### src/rtl/eth_ahb_wrr_arbiter.sv
// Weighted round-robin / fixed-priority arbiter for AHB masters with registered one-hot grant.
// Optional grant watchdog enabled by defining ETH_ARB_TIMEOUT_EN.
module eth_ahb_wrr_arbiter #(
   parameter int NUM_CH      = 4,
   parameter int WEIGHT_W    = 3,
   parameter int TIMEOUT_CYC = 1024
) (
   input  logic                       module_clk,
   input  logic                       module_rstn,
   input  logic                       r_arb_scheme,
   input  logic [NUM_CH*WEIGHT_W-1:0] r_weight,
   input  logic [NUM_CH-1:0]          ch_req,
   input  logic [NUM_CH-1:0]          ch_done,
   output logic [NUM_CH-1:0]          ch_grant,
   output logic                       grant_valid,
   output logic [$clog2(NUM_CH)-1:0]  grant_id,
   output logic                       grant_finish,
   output logic                       arb_timeout
);

   localparam int IDW = $clog2(NUM_CH);
   localparam logic [0:0] ST_IDLE = 1'b0;
   localparam logic [0:0] ST_BUSY = 1'b1;

   logic [0:0]          state_q, state_d;
   logic [NUM_CH-1:0]   grant_q, grant_d;
   logic [IDW-1:0]      gid_q, gid_d;
   logic                finish_q, finish_d;
   logic [IDW-1:0]      last_ch_q, last_ch_d;
   logic [WEIGHT_W-1:0] run_cnt_q, run_cnt_d;

   logic [WEIGHT_W-1:0] cur_weight;
   logic [IDW-1:0]      start_ch;
   logic [IDW-1:0]      wrr_win;
   logic                wrr_found;
   logic [IDW-1:0]      fp_win;
   logic [IDW-1:0]      win;
   logic                done_hit;
   logic                timeout_hit;

   assign cur_weight = r_weight[int'(last_ch_q)*WEIGHT_W +: WEIGHT_W];
   assign done_hit   = ch_done[gid_q];

   // Stay on last_ch while its run budget lasts, otherwise move past it.
   always_comb begin
      if (run_cnt_q < cur_weight) begin
         start_ch = last_ch_q;
      end else if (last_ch_q == IDW'(NUM_CH - 1)) begin
         start_ch = '0;
      end else begin
         start_ch = last_ch_q + IDW'(1);
      end
   end

   always_comb begin
      wrr_found = 1'b0;
      wrr_win   = '0;
      for (int i = 0; i < NUM_CH; i++) begin
         if (!wrr_found && ch_req[(int'(start_ch) + i) % NUM_CH]) begin
            wrr_found = 1'b1;
            wrr_win   = IDW'((int'(start_ch) + i) % NUM_CH);
         end
      end
   end

   always_comb begin
      fp_win = '0;
      for (int i = NUM_CH - 1; i >= 0; i--) begin
         if (ch_req[i]) fp_win = IDW'(i);
      end
   end

   assign win = r_arb_scheme ? fp_win : wrr_win;

   always_comb begin
      state_d   = state_q;
      grant_d   = grant_q;
      gid_d     = gid_q;
      finish_d  = 1'b0;
      last_ch_d = last_ch_q;
      run_cnt_d = run_cnt_q;
      case (state_q)
         ST_IDLE: begin
            if (|ch_req) begin
               state_d      = ST_BUSY;
               grant_d      = '0;
               grant_d[win] = 1'b1;
               gid_d        = win;
               if (!r_arb_scheme) begin
                  last_ch_d = win;
                  if (win == last_ch_q && start_ch == last_ch_q) begin
                     run_cnt_d = run_cnt_q + WEIGHT_W'(1);
                  end else begin
                     run_cnt_d = '0;
                  end
               end
            end
         end
         default: begin
            if (done_hit || timeout_hit) begin
               state_d  = ST_IDLE;
               grant_d  = '0;
               gid_d    = '0;
               finish_d = 1'b1;
            end
         end
      endcase
   end

   always_ff @(posedge module_clk or negedge module_rstn) begin
      if (!module_rstn) begin
         state_q   <= ST_IDLE;
         grant_q   <= '0;
         gid_q     <= '0;
         finish_q  <= 1'b0;
         last_ch_q <= IDW'(NUM_CH - 1);
         run_cnt_q <= '0;
      end else begin
         state_q   <= state_d;
         grant_q   <= grant_d;
         gid_q     <= gid_d;
         finish_q  <= finish_d;
         last_ch_q <= last_ch_d;
         run_cnt_q <= run_cnt_d;
      end
   end

`ifdef ETH_ARB_TIMEOUT_EN
   localparam int CNT_W = $clog2(TIMEOUT_CYC + 1);
   logic [CNT_W-1:0] busy_cnt_q, busy_cnt_d;
   logic             timeout_q;

   // Counter holds the number of completed BUSY cycles of the current grant.
   assign timeout_hit = (state_q == ST_BUSY) && !done_hit
                        && (busy_cnt_q == CNT_W'(TIMEOUT_CYC - 1));
   assign busy_cnt_d  = (state_q == ST_BUSY) ? busy_cnt_q + CNT_W'(1) : '0;

   always_ff @(posedge module_clk or negedge module_rstn) begin
      if (!module_rstn) begin
         busy_cnt_q <= '0;
         timeout_q  <= 1'b0;
      end else begin
         busy_cnt_q <= busy_cnt_d;
         timeout_q  <= timeout_hit;
      end
   end

   assign arb_timeout = timeout_q;
`else
   assign timeout_hit = 1'b0;
   assign arb_timeout = 1'b0;
`endif

   assign ch_grant     = grant_q;
   assign grant_valid  = (state_q == ST_BUSY);
   assign grant_id     = gid_q;
   assign grant_finish = finish_q;

endmodule

### config.mk
export PLATFORM = sky130hd
export DESIGN_NAME = eth_ahb_wrr_arbiter
export DESIGN_NICKNAME = d
export VERILOG_FILES = /design/src/rtl/eth_ahb_wrr_arbiter.sv
export SDC_FILE = /design/constraint.sdc
export NUM_CORES = 1
export LEC_CHECK = 0
export CAP_MARGIN = 25
export CORE_MARGIN = 10
export CORE_UTILIZATION = 59
export DETAILED_ROUTE_END_ITERATION = 8
export DONT_BUFFER_PORTS = 1
export PLACE_DENSITY_LB_ADDON = 0.08
export SLEW_MARGIN = 20
export SYNTH_ARGS = -nofsm -noshare
export SYNTH_HDL_FRONTEND = slang
export SYNTH_SLANG_ARGS = --single-unit
### constraint.sdc
create_clock -name module_clk -period 4.5 [get_ports module_clk]
set_input_delay 0.9 -clock module_clk [delete_from_list [all_inputs] [get_ports module_clk]]
set_output_delay 0.9 -clock module_clk [all_outputs]
set_load 0.03 [all_outputs]
* Yosys cells after proc, flatten, opt, wreduce, memory -nomap -nowiden *
Index checks and enable logic that the tools add are counted.

word-level totals
  register bits after elaboration = 13
  input bits = 23

cells by class
  magnitude comparators = 8
  shift operators = 1
  equality and inequality tests = 4
  multipliers = 1
  muxes and demuxes = 41
  bitwise gates (word level) = 5
  reductions and logical operators = 15
  add/sub/neg operators = 5

operators with widths
  operator                                                                             count
  2-bit two-way mux                                                                    14
  1-bit two-way mux                                                                    17
  3-bit by 4-bit less-than comparator with 1-bit output, second input constant         3
  4-bit two-way mux                                                                    3
  12-bit by 5-bit indexed part select with 3-bit output                                1
  1-bit binary-select mux with 2-bit select                                            5
  2-bit by 3-bit less-than comparator with 1-bit output, second input constant         3
  2-bit OR reduction                                                                   3
  1-bit logical AND                                                                    5
  2-bit by 1-bit adder with 2-bit output, second input constant                        2
  2-bit adder, second input constant                                                   2
  2-bit equality test                                                                  2
  2-bit by 2-bit multiplier with 4-bit output, second input constant                   1
  4-bit OR reduction                                                                   1
  3-bit by 1-bit adder with 3-bit output, second input constant                        1
  1-bit AND, first input constant                                                      3
  1-bit logical NOT                                                                    3
  3-bit less-than comparator                                                           1
  3-bit two-way mux                                                                    1
  3-bit AND reduction                                                                  1
  1-bit demux with 2-bit select                                                        1
  2-bit equality test, second input constant                                           1
  2-bit by 1-bit greater-or-equal comparator with 1-bit output, second input constant  1
  2-bit by 1-bit != test with 1-bit output, second input constant                      1
  3 further kinds                                                                      4

* Logic depth before layout (Yosys ltp) *
Gate-level depths: netlist of the first run.

  depth in word-level cells = 25
  depth in mapped cells = 12
  depth with buffers taken out = 11

* Worst setup path after synthesis of the first run *
No wires, ideal clock.

  path kind = input to register
  start = input r_weight[11]
  end = register run_cnt_q[2]
  library setup time = 128 ps
  path slack = 1001 ps
  required time = 4372 ps
  cell stages on the path = 11
  arrival time = 3371 ps
  cell sequence = mux4_2 > inv_1 > ha_1 > a21oi_1 > mux2i_1 > and3_4 > nor4b_1 > or3_4 > mux2_4 > a31oi_1 > o22ai_1

on the way
  longest elaborated chain between the ends = 19
  elaborated cells on any way between the ends = 35

ends and longest elaborated chain
  what                                                                                                        line    RTL
  start: declaration                                                                                          11      input logic [NUM_CH*WEIGHT_W-1:0] r_weight,
  12-bit by 5-bit indexed part select with 3-bit output *                                                     41      assign cur_weight = r_weight[int'(last_ch_q)*WEIGHT_W +: WEIGHT_W];
  3-bit less-than comparator *                                                                                46      if (run_cnt_q < cur_weight) begin
  2-bit two-way mux *                                                                                         46
  2-bit by 1-bit adder with 2-bit output / 1-bit binary-select mux with 2-bit select (equally long branches)  59, 61
  1-bit binary-select mux with 2-bit select / 1-bit two-way mux (equally long branches)                       59      if (!wrr_found && ch_req[(int'(start_ch) + i) % NUM_CH]) begin
  1-bit two-way mux (implied by the code)                                                                     59
  1-bit two-way mux (implied by the code) / 1-bit logical NOT (equally long branches)                         59
  1-bit logical AND                                                                                           59
  [... 3 more ...]                                                                                            -
  1-bit two-way mux                                                                                           59
  1-bit logical NOT                                                                                           59
  1-bit logical AND                                                                                           59
  2-bit two-way mux                                                                                           59
  2-bit two-way mux                                                                                           73      assign win = r_arb_scheme ? fp_win : wrr_win;
  2-bit equality test                                                                                         91      if (win == last_ch_q && start_ch == last_ch_q) begin
  1-bit logical AND *                                                                                         91
  3-bit two-way mux *                                                                                         91
  end signal: assignment                                                                                      124     run_cnt_q <= run_cnt_d;
  end: declaration                                                                                            30      logic [WEIGHT_W-1:0] run_cnt_q, run_cnt_d;

Mark *: on every way between the ends. The rest lies on a longest branch, timed or not. The select of a mux whose other input is x is not followed.
A chain may end at the register's enable or synchronous reset.

* Final worst setup path of the first run *
  start = register last_ch_q[0]
  end = register run_cnt_q[2]

on the way
  longest elaborated chain between the ends = 20
  elaborated cells on any way between the ends = 39

ends and longest elaborated chain
  what                                                                                                        line    RTL
  start: declaration                                                                                          29      logic [IDW-1:0] last_ch_q, last_ch_d;
  start signal: assignment                                                                                    116     last_ch_q <= IDW'(NUM_CH - 1);
  start signal: assignment                                                                                    123     last_ch_q <= last_ch_d;
  2-bit by 2-bit multiplier with 4-bit output                                                                 41
  12-bit by 5-bit indexed part select with 3-bit output                                                       41
  3-bit less-than comparator                                                                                  46
  2-bit two-way mux                                                                                           46
  2-bit by 1-bit adder with 2-bit output / 1-bit binary-select mux with 2-bit select (equally long branches)  59, 61
  1-bit binary-select mux with 2-bit select / 1-bit two-way mux (equally long branches)                       59
  1-bit two-way mux (implied by the code)                                                                     59
  1-bit two-way mux (implied by the code) / 1-bit logical NOT (equally long branches)                         59
  [... 4 more ...]                                                                                            -
  1-bit two-way mux                                                                                           59
  1-bit logical NOT                                                                                           59
  1-bit logical AND                                                                                           59
  2-bit two-way mux                                                                                           59
  2-bit two-way mux                                                                                           73
  2-bit equality test                                                                                         91
  1-bit logical AND *                                                                                         91
  3-bit two-way mux *                                                                                         91

Marked as above.

==> metrics.csv, run 1 <==
metric,value,unit
vias per std cell,6.26,
I/O Pins,32,
Lkg Pwr,0.473,nW
DRC,0,
Sink Count,13,
number of unique standard cell types used by synthesis,44,
setup TNS,0,ns
worst vdd ir,0.000416,V
DRT Wirelength,2150,um
Placer Congestion,0.779,
clk slew on worst S/H paths,0.08,ns
crit path time final,3.57,ns
"most common cell after layout, fill and taps aside",nand2_1,
"commonest cells after routing, fill and taps aside","nand2_1 (17), inv_1 (11), dfrtp_1 (11), nor2_1 (10), o21ai_0 (5)",
post-CTS setup buffer count,0,
final worst-path cycle share,79.2,%
synthesized cell area,986,um^2
kind of critical path,register to register,
dpl ws,0.771,ns
fmax,280,MHz
share of layout cells above drive strength 1,12.8,%
Max Cap Violations,0,
crit path max fanout,9,
"Hold Vio Cnt, Final",0,
slew margin rel.,66.4,%
status,completed,
CP max stage delay,0.65,ns
vias in the first global route,763,
Detail Route Antenna Nets,0,
post_cts resized,0,
Final Setup Violations,0,
Critical R2R Launch,last_ch_q[0]$_DFFE_PN1P_,
Final Skew,0.00374,ns
setup slack after layout,0.934,ns
Reg2Reg Capture Point,run_cnt_q[2]$_DFFE_PN0P_,
Worst-Margin Slew,0.502,ns
share of the yosys chip area belonging to registers,33.2,%
RSZ-0062 raised after global routing,false,
DR iter-0 viols,26,
Crit. End Element,register,
Arrival @ worst endpoint,3.72,ns
Final Max Tran Viols,0,
Vias,783,
worst path buffer plus inverter count,1,
Mean Syn Cell Area,9.05,um^2
remaining global-route overflow,0,
r2r setup slk,0.93,ns
port buffer count,0,
Synth-to-Final Area Change,1.90,%
CTS root buffer,clkbuf_4,
site row count,14,
DP HPWL,1780,um
Worst EP required,4.66,ns
Die X,60.9,um
CP Launch Type,register,
Initial Utilization,64.0,%
Inserted Clock Buffers,3,
CP max stage cell,dfstp_2,
Detailed Routing Iterations Pass 1,4,
worst-case clock buffer depth,2,
R2R cell count,11,
Die Y,60.9,um
largest net degree at the start of global routing,14,
Hold WC Path Type,input pin to asynchronous set/reset pin,
initial antenna violation count,0,
Synthesis Warnings,0,
die area,0.00371,mm^2
Core Area,0.00154,mm^2
ys flop type,dfrtp_1,
nets,137,
"Net Count, Synth",136,
GRT Resource Usage Total,12.0,%
Syn Inst Count,109,
number of synthesized register bits,13,
# hold bufs at CTS,0,
Avg WL per Cell,17.2,um
worst-path cell chain,mux4_2 > inv_1 > ha_1 > a21oi_1 > mux2i_1 > and3_4 > nor4b_1 > or3_4 > mux2_4 > a31oi_1 > o22ai_1,
H-tree depth,1,
TritonCTS clock tree,built,
ys async rst share,100,%
Antenna Cells,0,
PD cells,722,mW/mm^2
Clock Latency Late Sink,0.27,ns
CP top delay family,multiplexers,
global-route wire length before repair,3490,um
"EDFF count, synth",0,
layout make-up:
cell class	instances	area [um^2]
fill	138	537
inverter	11	41.3
clock buffer	4	26.3
multi-input combinational	81	589
sequential	13	328
tap	16	20.0
state kept, by name, indices dropped and copies added (netlist names):
signal	flops
last_ch_q	2
ch_grant	4
grant_finish	1
grant_valid	1
run_cnt_q	3
grant_id	2
layer usage:
layer / wire, um / global-route usage [%]
met5: 0 / 0
met4: 10 / 0.940
met3: 289 / 7.52
met2: 1020 / 19.1
met1: 833 / 13.9
stage by stage:
step / cell area (um^2) / power [W] / util [%] / std cells / hold WS (ns)
floorplan: 986 / 0.000600 / - / 109 / 0.482
global placement: 978 / 0.000646 / 63.5 / 121 / 0.534
detailed placement: 978 / 0.000658 / 63.5 / 121 / 0.542
CTS: 1000 / 0.000731 / 65.2 / 125 / 0.307
global route: 1000 / 0.000791 / 65.2 / 125 / 0.290
finish: 1000 / 0.000726 / 65.2 / 125 / 0.312
cells in the mapped netlist (all sizes together) (3+ instances only):
cell type  instances  share of area (%)
ha                 4                5.1
mux4               3                7.2
a21oi              4                2.0
mux2               3                4.2
nand2             17                6.5
inv               11                4.2
dfrtp             11                 28
buf                4                2.8
nor2              10                3.8
o22ai              3                2.5
o21ai              7                3.6
worst reg2reg max path: cells and delay by family (launching register included):
kind,cells,cell delay [ns]
buffers and inverters,1,0.07
DFF,1,0.65
and+or+nand+nor,3,0.80
AOI/OAI and AO/OA,3,0.55
adders and majority gates,1,0.25
muxes,3,1.11
kinds of logic (layout without fill, tap and decap cells):
group           count (synthesis)  after routing  share of synthesized area, %
buf+inv                        15             15                          6.98
compound gates                 28             28                          20.6
simple gates                   38             38                          18.5
mux                             8              8                          13.5
flops                          13             13                          33.2
other cells                     1              1                         0.380
xor+xnor                        2              2                          1.78
fa+ha+maj                       4              4                          5.08
worst max-delay path by stage:
stage	startpoint	to	slack (ns)	cells after the start
after floorplan	r_weight[11]	run_cnt_q[2]$_DFFE_PN0P_	1.00	11
after global placement	r_weight[11]	run_cnt_q[2]$_DFFE_PN0P_	0.86	11
after detailed placement	r_weight[11]	run_cnt_q[2]$_DFFE_PN0P_	0.77	11
after CTS	last_ch_q[0]$_DFFE_PN1P_	run_cnt_q[2]$_DFFE_PN0P_	0.94	11
after global routing	last_ch_q[0]$_DFFE_PN1P_	run_cnt_q[0]$_DFFE_PN0P_	0.72	11
final	last_ch_q[0]$_DFFE_PN1P_	run_cnt_q[2]$_DFFE_PN0P_	0.93	11
power by group:
part | total (W) | leakage [nW] | internal (W) | switching (W)
sequential | 0.000290 | 0.165 | 0.000169 | 0.000121
combinational | 0.000365 | 0.293 | 0.000181 | 0.000184
clock | 0.0000708 | 0.0150 | 0.0000343 | 0.0000364
total | 0.000726 | 0.473 | 0.000384 | 0.000342
Power figures use the tool's default switching activity.
==> run 2, diff against run 1 <==
==> constraint.sdc (replaced) <==
create_clock -name module_clk -period 3.3 [get_ports module_clk]
set_input_delay 0.66 -clock module_clk [delete_from_list [all_inputs] [get_ports module_clk]]
set_output_delay 0.66 -clock module_clk [all_outputs]
set_load 0.03 [all_outputs]
==> run 2 against run 1 <==
Effect of this change: sequential power up 30%; critical path depth unchanged; critical path type unchanged; first-iteration DRC count down 31%; critical endpoint unchanged.
==> metrics.csv, run 2 (synthesis results as in run 1) <==
metric,value,unit
Detailed Routing Iterations Pass 1,4,
worst-case clock buffer depth,2,
share of layout cells above drive strength 1,28.2,%
CP top delay family,multiplexers,
remaining global-route overflow,0,
Vias,793,
Inserted Clock Buffers,3,
DRC,0,
"non-filler cells, final",133,
Antenna Cells,0,
max reg flops,4,
H-tree depth,1,
Die X,60.9,um
Lkg Pwr,0.532,nW
largest net degree at the start of global routing,14,
CP max stage delay,0.57,ns
Crit. End Element,register,
Placer Congestion,0.822,
Worst EP required,3.46,ns
setup TNS,0,ns
GRT Resource Usage Total,12.4,%
worst-path cell chain,mux4_2 > inv_2 > ha_4 > a21oi_4 > mux2i_1 > a311oi_1 > a31o_1 > or3_4 > mux2_4 > a31oi_1 > o22ai_2,
Final Setup Violations,0,
Fin Hold WS,0.0640,ns
kind of critical path,register to register,
Clock Latency Late Sink,0.28,ns
Core Area,0.00154,mm^2
Detail Route Antenna Nets,0,
site row count,14,
DR iter-0 viols,18,
RSZ-0062 raised after global routing,true,
CP max stage cell,dfstp_2,
Final Max Tran Viols,0,
Initial Utilization,64.0,%
area of the multi-input gates,671,um^2
Arrival @ worst endpoint,3.43,ns
clk slew on worst S/H paths,0.08,ns
nets,145,
Cells after DPL,128,
final worst-path cycle share,99.1,%
Synth-to-Final Area Change,16.6,%
TritonCTS clock tree,built,
global-route wire length before repair,3630,um
CP Launch Type,register,
I/O Pins,32,
vias in the first global route,841,
Final Skew,0.00666,ns
fillcell total,125,
PD cells,1030,mW/mm^2
worst path buffer plus inverter count,1,
die area,0.00371,mm^2
"commonest cells after routing, fill and taps aside","nand2_1 (16), dfrtp_1 (11), inv_1 (10), nor2_1 (10), buf_4 (7)",
Sink Count,13,
Avg WL per Cell,18.2,um
DRT Wirelength,2420,um
crit path time final,3.27,ns
Max Cap Violations,0,
"most common cell after layout, fill and taps aside",nand2_1,
worst vdd ir,0.000628,V
status,completed,
crit path max fanout,3,
port buffer count,0,
"Hold Vio Cnt, Final",0,
vias per std cell,5.96,
Hold WC Path Type,input pin to asynchronous set/reset pin,
Seq. cell area,328,um^2
Die Y,60.9,um
CTS root buffer,clkbuf_4,
DP HPWL,1810,um
initial antenna violation count,0,
fmax,306,MHz
# hold bufs at CTS,0,
-- run 2: path summary, 6_finish.rpt --
| check | from | endpoint | slack, ns | depth (start not counted) |
|---|---|---|---|---|
| max | last_ch_q[0]$_DFFE_PN1P_ | run_cnt_q[2]$_DFFE_PN0P_ | 0.03 | 11 |
| min | module_rstn | ch_grant[1]$_DFFE_PN0P_ | 0.06 | 0 |
| max reg2reg | last_ch_q[0]$_DFFE_PN1P_ | run_cnt_q[2]$_DFFE_PN0P_ | 0.03 | 11 |
| min reg2reg | run_cnt_q[0]$_DFFE_PN0P_ | run_cnt_q[0]$_DFFE_PN0P_ | 0.56 | 1 |
| max in group asynchronous | module_rstn | last_ch_q[0]$_DFFE_PN1P_ | 3.06 | 0 |
| min in group module_clk | run_cnt_q[0]$_DFFE_PN0P_ | run_cnt_q[0]$_DFFE_PN0P_ | 0.56 | 1 |
-- run 2: what timing repair did --
action / 4_1_cts / 5_1_grt
gates resized for setup: 3 / 15
endpoints found under the hold margin: 0 / 0
pin swaps: 3 / 7
setup endpoints to repair: 4 / 9
buffers inserted: 2 / 0
-- run 2: area by class of cell --
class | count | area share (%)
Multi-Input combinational cell | 81 | 58.3
Sequential cell | 13 | 28.5
Timing Repair Buffer | 8 | 5.55
Inverter | 11 | 3.59
Clock buffer | 4 | 2.29
Tap cell | 16 | 1.74
-- run 2: stage by stage --
stage / util [%] / worst slack [ns] / area (um^2) / total power [W]
after floorplan: - / 0.0219 / 986 / 0.000818
after global placement: 66.9 / -0.0667 / 1030 / 0.000943
after detailed placement: 66.9 / -0.141 / 1030 / 0.000960
after CTS: 70.2 / 0.00411 / 1080 / 0.00110
after global routing: 74.6 / -0.0860 / 1150 / 0.00128
final: 74.6 / 0.0290 / 1150 / 0.00119
-- run 2: layer usage --
metal | vias up | GRT usage, % | wire length (um)
met4 | 0 | 1.88 | 0
met5 | - | 0 | 0
met1 | 372 | 15.0 | 977
li1 | 400 | - | -
met2 | 21 | 19.4 | 1230
met3 | 0 | 6.68 | 206
-- run 2: power by group --
part	internal, W	switching (W)	total, W
Combinational	0.000364	0.000346	0.000710
Sequential	0.000229	0.000148	0.000378
Clock	0.0000469	0.0000514	0.0000983
-- run 2: worst reg2reg max path: stages (launching register included) --
cell      delay (ns)
dfstp_2         0.57
mux4_2          0.52
inv_2           0.08
ha_4            0.20
a21oi_4         0.18
mux2i_1         0.26
a311oi_1        0.14
a31o_1          0.21
or3_4           0.38
mux2_4          0.32
a31oi_1         0.20
o22ai_2         0.10
